==> config.mk <==
export PLATFORM = sky130hd
export DESIGN_NAME = multi_wait_event
export DESIGN_NICKNAME = d
export VERILOG_FILES = /design/src/rtl/wait_event_pkg.sv /design/src/rtl/wait_cond_detect.sv /design/src/rtl/multi_wait_event.sv
export SDC_FILE = /design/constraint.sdc
export NUM_CORES = 1
export LEC_CHECK = 0
export ABC_CLOCK_PERIOD_IN_PS = 12710
export BUFFER_PORTS_ARGS = -buffer_cell sky130_fd_sc_hd__buf_4
export CAP_MARGIN = 30
export CORE_MARGIN = 5
export CORE_UTILIZATION = 40
export DETAILED_ROUTE_END_ITERATION = 8
export PLACE_DENSITY = 0.62
export SLEW_MARGIN = 30
export SYNTH_ARGS = -nofsm -noshare
export SYNTH_HDL_FRONTEND = slang
export SYNTH_SLANG_ARGS = --single-unit
==> constraint.sdc <==
create_clock -name clk -period 12.71 [get_ports clk]
set_input_delay 0.6355 -clock clk [delete_from_list [all_inputs] [get_ports clk]]
set_output_delay 0.6355 -clock clk [all_outputs]
set_load 0.03 [all_outputs]
==> src/rtl/wait_event_pkg.sv <==
// Shared types and codes for the multi-channel wait-event engine:
// FSM states, condition mode codes and completion status codes.
package wait_event_pkg;

    typedef enum logic [1:0] {
        S_IDLE = 2'd0,
        S_ARM  = 2'd1,
        S_WAIT = 2'd2,
        S_DONE = 2'd3
    } state_t;

    localparam logic [1:0] MODE_RISE = 2'b00;
    localparam logic [1:0] MODE_FALL = 2'b01;
    localparam logic [1:0] MODE_EQ   = 2'b10;
    localparam logic [1:0] MODE_CHG  = 2'b11;

    localparam logic [1:0] ST_ABORT   = 2'b00;
    localparam logic [1:0] ST_HIT     = 2'b01;
    localparam logic [1:0] ST_TIMEOUT = 2'b10;
    localparam logic [1:0] ST_SEL_ERR = 2'b11;

endpackage

==> src/rtl/wait_cond_detect.sv <==
// Purely combinational condition detector: compares the current channel
// sample against the previous one (or a match value) according to mode.
module wait_cond_detect
    import wait_event_pkg::*;
#(
    parameter int WIDTH = 32
) (
    input  logic [WIDTH-1:0] cur,
    input  logic [WIDTH-1:0] prev,
    input  logic [WIDTH-1:0] match_val,
    input  logic [1:0]       mode,
    output logic             hit
);

    always_comb begin
        hit = 1'b0;
        case (mode)
            MODE_RISE: hit = ~prev[0] &  cur[0];
            MODE_FALL: hit =  prev[0] & ~cur[0];
            MODE_EQ:   hit = (cur == match_val);
            MODE_CHG:  hit = (cur != prev);
            default:   hit = 1'b0;
        endcase
    end

endmodule

==> src/rtl/multi_wait_event.sv <==
// Waits for an edge/value/change condition on one of CH_NB channels, with an
// optional cycle timeout and abort; reports status and WAIT cycles consumed.
module multi_wait_event
    import wait_event_pkg::*;
#(
    parameter int CH_NB = 5,
    parameter int WIDTH = 32,
    parameter int CNT_W = 32,
    localparam int SEL_W = (CH_NB > 1) ? $clog2(CH_NB) : 1
) (
    input  logic                   clk,
    input  logic                   rst,
    input  logic                   start,
    input  logic [SEL_W-1:0]       sel,
    input  logic [1:0]             mode,
    input  logic [WIDTH-1:0]       match_val,
    input  logic [CNT_W-1:0]       timeout,
    input  logic                   abort,
    input  logic [CH_NB*WIDTH-1:0] signals,
    output logic                   busy,
    output logic                   done,
    output logic [1:0]             status,
    output logic [CNT_W-1:0]       elapsed
);

    localparam int IDX_W = (CH_NB * WIDTH > 1) ? $clog2(CH_NB * WIDTH) : 1;

    state_t           state_reg;
    state_t           state_next;
    logic [SEL_W-1:0] sel_reg;
    logic [1:0]       mode_reg;
    logic [WIDTH-1:0] match_reg;
    logic [CNT_W-1:0] timeout_reg;
    logic [WIDTH-1:0] prev_reg;
    logic [CNT_W-1:0] cnt_reg;
    logic [1:0]       status_reg;
    logic [CNT_W-1:0] elapsed_reg;

    logic             sel_in_err;
    logic             sel_reg_ok;
    logic [IDX_W-1:0] base;
    logic [WIDTH-1:0] cur;
    logic             hit;
    logic             to_hit;
    logic [CNT_W-1:0] cnt_inc;

    assign sel_in_err = !(32'(sel) < 32'(CH_NB));
    assign sel_reg_ok = (32'(sel_reg) < 32'(CH_NB));

    // Out-of-range selections only exist in DONE, but keep the read in bounds anyway.
    assign base = sel_reg_ok ? IDX_W'(sel_reg) * IDX_W'(WIDTH) : '0;
    assign cur  = signals[base +: WIDTH];

    // With no timeout the counter sticks at all-ones instead of wrapping.
    assign cnt_inc = (&cnt_reg) ? cnt_reg : cnt_reg + CNT_W'(1);
    assign to_hit  = (timeout_reg != '0) && ((cnt_reg + CNT_W'(1)) == timeout_reg);

    wait_cond_detect #(
        .WIDTH(WIDTH)
    ) u_cond (
        .cur      (cur),
        .prev     (prev_reg),
        .match_val(match_reg),
        .mode     (mode_reg),
        .hit      (hit)
    );

    always_ff @(posedge clk or posedge rst) begin
        if (rst) begin
            state_reg <= S_IDLE;
        end else begin
            state_reg <= state_next;
        end
    end

    always_comb begin
        state_next = state_reg;
        case (state_reg)
            S_IDLE: begin
                if (start) begin
                    state_next = sel_in_err ? S_DONE : S_ARM;
                end
            end
            S_ARM: begin
                state_next = abort ? S_DONE : S_WAIT;
            end
            S_WAIT: begin
                if (abort || hit || to_hit) begin
                    state_next = S_DONE;
                end
            end
            S_DONE: begin
                state_next = S_IDLE;
            end
            default: begin
                state_next = S_IDLE;
            end
        endcase
    end

    always_comb begin
        busy = (state_reg == S_ARM) || (state_reg == S_WAIT);
        done = (state_reg == S_DONE);
    end

    always_ff @(posedge clk or posedge rst) begin
        if (rst) begin
            sel_reg     <= '0;
            mode_reg    <= '0;
            match_reg   <= '0;
            timeout_reg <= '0;
            prev_reg    <= '0;
            cnt_reg     <= '0;
            status_reg  <= '0;
            elapsed_reg <= '0;
        end else begin
            case (state_reg)
                S_IDLE: begin
                    if (start) begin
                        sel_reg     <= sel;
                        mode_reg    <= mode;
                        match_reg   <= match_val;
                        timeout_reg <= timeout;
                        cnt_reg     <= '0;
                        elapsed_reg <= '0;
                        status_reg  <= sel_in_err ? ST_SEL_ERR : ST_ABORT;
                    end
                end
                S_ARM: begin
                    if (abort) begin
                        status_reg  <= ST_ABORT;
                        elapsed_reg <= cnt_reg;
                    end else begin
                        prev_reg <= cur;
                    end
                end
                S_WAIT: begin
                    // Priority: abort, then hit, then timeout.
                    if (abort) begin
                        status_reg  <= ST_ABORT;
                        elapsed_reg <= cnt_reg;
                    end else if (hit) begin
                        status_reg  <= ST_HIT;
                        elapsed_reg <= cnt_inc;
                    end else if (to_hit) begin
                        status_reg  <= ST_TIMEOUT;
                        elapsed_reg <= timeout_reg;
                    end
                    prev_reg <= cur;
                    cnt_reg  <= cnt_inc;
                end
                default: begin
                end
            endcase
        end
    end

    assign status  = status_reg;
    assign elapsed = elapsed_reg;

endmodule

# Word-level counts from Yosys, hierarchy flattened
# Index checks and enable logic that the tools add are counted.
# classes
shift	1
n_lt_le_gt_ge	2
reduce_logical	16
bitwise	4
n_div	0
eq_ne	14
n_mux	24
addsub	1
mul	0
# ops
cell	count
32-bit 2-to-1 mux	7
160-bit by 9-bit indexed part select with 32-bit output	1
32-bit case mux with 2 select lines	2
32-bit case mux with 3 select lines	1
32-bit equality test	2
32-bit by 1-bit adder with 32-bit output, second input constant	1
32-bit != test	1
32-bit AND reduction	1
32-bit nonzero test	1
2-bit 2-to-1 mux	9
2-bit equality test, second input constant	4
8-bit 2-to-1 mux	1
2-bit != test, second input constant	4
2-bit case mux with 4 select lines	1
2-bit AND reduction	4
3-bit less-than comparator, second input constant	2
2-bit case mux with 3 select lines	1
2-bit by 1-bit equality test with 1-bit output, second input constant	2
2-bit zero test	2
4-bit != test, second input constant	1
1-bit case mux with 4 select lines	1
4-bit AND reduction	1
2-bit nonzero test	2
1-bit logical OR	3
5 further kinds	7
# totals
mem_bits_ro	0
mem_count	0
ramBits	0
regBits	169
in_bits	233
output_inout_bits	36
latchBits	0

# Depth between registers and ports, before layout
# depth
ltp_word	10
mapped_depth	21
ltp_nobuf	15

# Modules after synthesis
# Synthesis repeated with hierarchy kept, for this count alone.
# hier_totals
cells_unflattened	1258
hier_area_um2	11591.1
# modules_own_cells
mod	n_inst	area_per_inst_um2	seq_area_each_um2	cells_each
multi_wait_event	1	10839.1	4229.1	1166
wait_cond_detect	1	752.0	0.0	92

# Least setup slack after synthesis
# OpenSTA, ideal clock, no wires.
# synth_timing
kind	flip-flop to flip-flop
startpoint	register sel_reg[2]
endpoint	register elapsed_reg[24], in the netlist elapsed[24]
n_path_buf	5
stages_incl_launch_ff	20
required_ns	12.584
period_less_slack_ns	4.213
setup_time_ns	0.126
path_slack_ns	8.497
t_arrival_ns	4.087
path_cell_list	dfrtp_1 > buf_6 > buf_6 > buf_6 > buf_2 > nor2_1 > o2bb2ai_1 > a221oi_1 > nor2_1 > ha_1 > o21ai_0 > nor4_1 > a32o_1 > o2111ai_1 > or4_1 > o311ai_4 > nand3_2 > and3_4 > buf_2 > a221o_1
# synth_via
elab_chain_len	9
elab_cells_between_ends	14
classes_between	order compare (1); eq/ne (3); shift (1); mux (5); bitwise (3); reduce/logical (1)
# synth_rtl
element	line	rtl
from (decl)	multi_wait_event.sv:30	logic [SEL_W-1:0] sel_reg;
from (signal assigned)	multi_wait_event.sv:120	sel_reg <= sel;
3-bit less-than comparator	multi_wait_event.sv:48	assign sel_reg_ok = (32'(sel_reg) < 32'(CH_NB));
8-bit 2-to-1 mux *	multi_wait_event.sv:51	assign base = sel_reg_ok ? IDX_W'(sel_reg) * IDX_W'(WIDTH) : '0;
160-bit by 9-bit indexed part select with 32-bit output *	multi_wait_event.sv:52	assign cur = signals[base +: WIDTH];
net cur[0]	multi_wait_event.sv:42	logic [WIDTH-1:0] cur;
parallel branches: the longest is 2 deep, another holds 32-bit != test	-	
1-bit case mux with 4 select lines *	wait_cond_detect.sv:17	case (mode)
32-bit 2-to-1 mux	multi_wait_event.sv:142	end else if (hit) begin
32-bit 2-to-1 mux	multi_wait_event.sv:139	if (abort) begin
32-bit case mux with 3 select lines	multi_wait_event.sv:117	case (state_reg)
to (signal assigned)	multi_wait_event.sv:141	elapsed_reg <= cnt_reg;
to (signal assigned)	multi_wait_event.sv:144	elapsed_reg <= cnt_inc;
to (signal assigned)	multi_wait_event.sv:147	elapsed_reg <= timeout_reg;
to (decl)	multi_wait_event.sv:37	logic [CNT_W-1:0] elapsed_reg;
# Mark *: on every way through the listed nets, which the timed path passes.
# A chain may end at the register's enable or synchronous reset.

# Final worst setup path
# layout_timing
startpoint	register sel_reg[2]
endpoint	register status_reg[1], in the netlist status[1]
# layout_via
elab_chain_len	9
elab_cells_between_ends	14
classes_between	order compare (1); eq/ne (3); shift (1); mux (5); bitwise (3); reduce/logical (1)
# layout_rtl
element	line	rtl
3-bit less-than comparator	multi_wait_event.sv:48	
8-bit 2-to-1 mux *	multi_wait_event.sv:51	
160-bit by 9-bit indexed part select with 32-bit output *	multi_wait_event.sv:52	
net cur[0]	multi_wait_event.sv:42	
parallel branches: the longest is 2 deep, another holds 32-bit != test	-	
1-bit case mux with 4 select lines *	wait_cond_detect.sv:17	
2-bit 2-to-1 mux	multi_wait_event.sv:142	
2-bit 2-to-1 mux	multi_wait_event.sv:139	
2-bit case mux with 3 select lines	multi_wait_event.sv:117	
to (signal assigned)	multi_wait_event.sv:126	status_reg <= sel_in_err ? ST_SEL_ERR : ST_ABORT;
to (decl)	multi_wait_event.sv:36	logic [1:0] status_reg;
# Marked as above.

==> impl_metrics.toml <==
[yosys]
synth_area_leaders = "dfrtp_1 (33%), mux2_2 (7.0%), o21ai_0 (4.3%)"
yosysWarnings = 0
synth_top_area_share_pct = 33.4
synthFlopType = "dfrtp_1"
syn_avg_cell_area_sq_um = 8.67
synth_seq_cells = 169
async_flop_share_pct = 100
ys_seq_area_share_pct = 33.4
synth_edf_count = 0
synthCells = 1461
yosys.area.top_type = "dfrtp_1"
syn_nets = 1702
synth_cell_type_count = 92
synth_area_sq_um = 12700

[power]
irDropWorstVdd_mv = 0.134
p_leak_nw = 6.51
p_per_area_nw_per_um2 = 251

[critical_path]
critPathBufInv = 1
cp.depth = 15
critPathCaptureType = "register"
cp.arrival_ps = 6750
cp.required_ps = 13030
rr_worst_depth = 15
cp_common_cell = "nor2_1"
ff2ff_setup_slack_ps = 6280
path_delay_family = "simple AND/OR/NAND/NOR gates"
start_kind = "register"
crit_type = "register to register"
critPathMaxFanout = 76
slowest_stage = "o311ai_4"
worstSetupStartpoint = "sel_reg[2]"
reg2reg_from = "sel_reg[2]"
max_stage_delay_ps = 900
crit_chain = "buf_4 > nand2b_1 > nor2_1 > a221oi_1 > nor2_1 > ha_1 > o21ai_0 > nor4_1 > a32o_1 > o2111ai_1 > or4_1 > o311ai_4 > nand3_2 > nand2_2 > mux2_2"

[sta]
worst_pin_slew_ps = 1020
fin_crit_ps = 6430
rsz0062_at_grt = "no"
maxSlewViolCount = 0
clock_skew_ps = 11.7
period_share_pct = 50.6
max_freq_mhz = 156
finalWorstSetupSlack_ps = 6280
hold_violations = 0
max_slew_margin_pct = 31.6
setup-violations-final = 0
fin_tns_setup_ps = 0

[grt]
track_usage_pct = 29.4
grt_first_pass_wirelength_microns = 80700
grt_max_degree = 97
grt_pass1_vias = 12700
grt_overflow_total = 0
antenna_found_initial = 0

[placed_design]
port-buffer-count = 268
dp_hpwl_microns = 40500
pre_cts_ws_ps = 6510
gp_congestion = 0.985

[clock_network]
cts_resized = 0
clock_latency_ps = 440
cts_hold_buf = 0
root_buffer = "clkbuf_16"
post-cts-setup-buffers = 0
numCtsBuffers = 17
cts_max_path_buffers = 2
path_clk_slew_ps = 80
tritoncts = "built"
cts_max_level = 4
cts.sinks = 169

[drt]
wirelength_microns = 53400
first_pass_iters = 6
drc = 0
ant_nets = 0
num_vias = 13000
vias_per_cell = 6.30
wl_per_cell_microns = 25.9
drt-initial-drc-count = 1515

[final_layout]
drive_gt1_share_pct = 26.0
final_common_cell = "buf_4"
antennaDiodeCount = 0
final_cell_mix = "buf_4 (278), dfrtp_1 (166), nand2_1 (136), o21ai_0 (108), mux2_2 (79)"
area_delta_synth_final_pct = 21.0
nets = 1886

[die]
die-area_sq_um = 35300
io_pins = 269
initial_core_util_pct = 40.3
die_w_microns = 188
fp.coreArea_sq_um = 31400
num_rows = 65
die_h_microns = 188

[status]
outcome = "finished, final reports clean"

[min_path]
hold_class = "primary input to asynchronous set/reset pin"

[job]
cap_violations = 0
-- metal layers --
layer / vias to the layer above / wire, microns / global-route usage (%)
met4: 0 / 1600 / 7.34
met3: 112 / 4110 / 5.55
met1: 6378 / 22400 / 40.0
met2: 654 / 25200 / 48.7
met5: - / 0 / 0
li1: 5838 / - / -
-- Yosys cell counts, drive strengths merged (10+ instances only) --
cell      n
a211oi   28
o22ai    40
clkbuf   51
a31oi    19
o31ai    10
nand2b   27
nand2   140
nand3b   12
mux2i    40
buf      64
a21oi    58
and3     13
xnor2    36
a22o     27
inv      68
a221oi   11
nand3    32
nand4    34
dfrtp   169
nor4     28
o211ai   15
mux2     82
a22oi    11
o221ai   10
nor3     34
xor2     29
nor2     79
o21ai   124
-- power breakdown --
| part | internal (W) | switching (W) |
|---|---|---|
| Combinational | 0.000837 | 0.00140 |
| Clock | 0.000302 | 0.000253 |
| Sequential | 0.000743 | 0.000307 |
| Total | 0.00188 | 0.00196 |
-- metrics by stage --
step / hold slack, ps / instances / cell area, sq um / util [%] / power, W
final: 264 / 2060 / 15300 / 48.8 / 0.00384
after global routing: 300 / 2060 / 15300 / 48.8 / 0.00405
after CTS: 275 / 2060 / 15300 / 48.8 / 0.00380
after detailed placement: 478 / 2028 / 14700 / 46.9 / 0.00324
after global placement: 464 / 2028 / 14700 / 46.8 / 0.00321
after floorplan: 450 / 1461 / 12700 / - / 0.00253
-- layout make-up --
class,count,area (sq um)
clock inverters,13,159
inverters,69,264
repair buffers,280,2110
well taps,402,503
fillers,3002,16100
multi-input cells,1108,7610
flip-flops and latches,169,4230
clock buffers,19,443
-- worst paths after layout --
kind / to
worst max register to register: status[1]
worst max-delay path: status[1]
worst min register to register: status[0]
max in group asynchronous: sel_reg[0]
worst min-delay path: timeout_reg[12]
min in group clk: match_reg[6]
-- kinds of logic (layout without fill, tap and decap cells) --
| family | Yosys count | after routing | share of synthesized area (%) |
|---|---|---|---|
| compound gates | 454 | 454 | 24.9 |
| xor+xnor | 66 | 66 | 4.67 |
| fa+ha+maj | 8 | 8 | 0.791 |
| buf+inv | 184 | 381 | 6.76 |
| flops | 169 | 169 | 33.4 |
| mux | 122 | 122 | 10.5 |
| simple gates | 458 | 458 | 19.1 |
No activity file was read; power rests on OpenSTA's default activity.
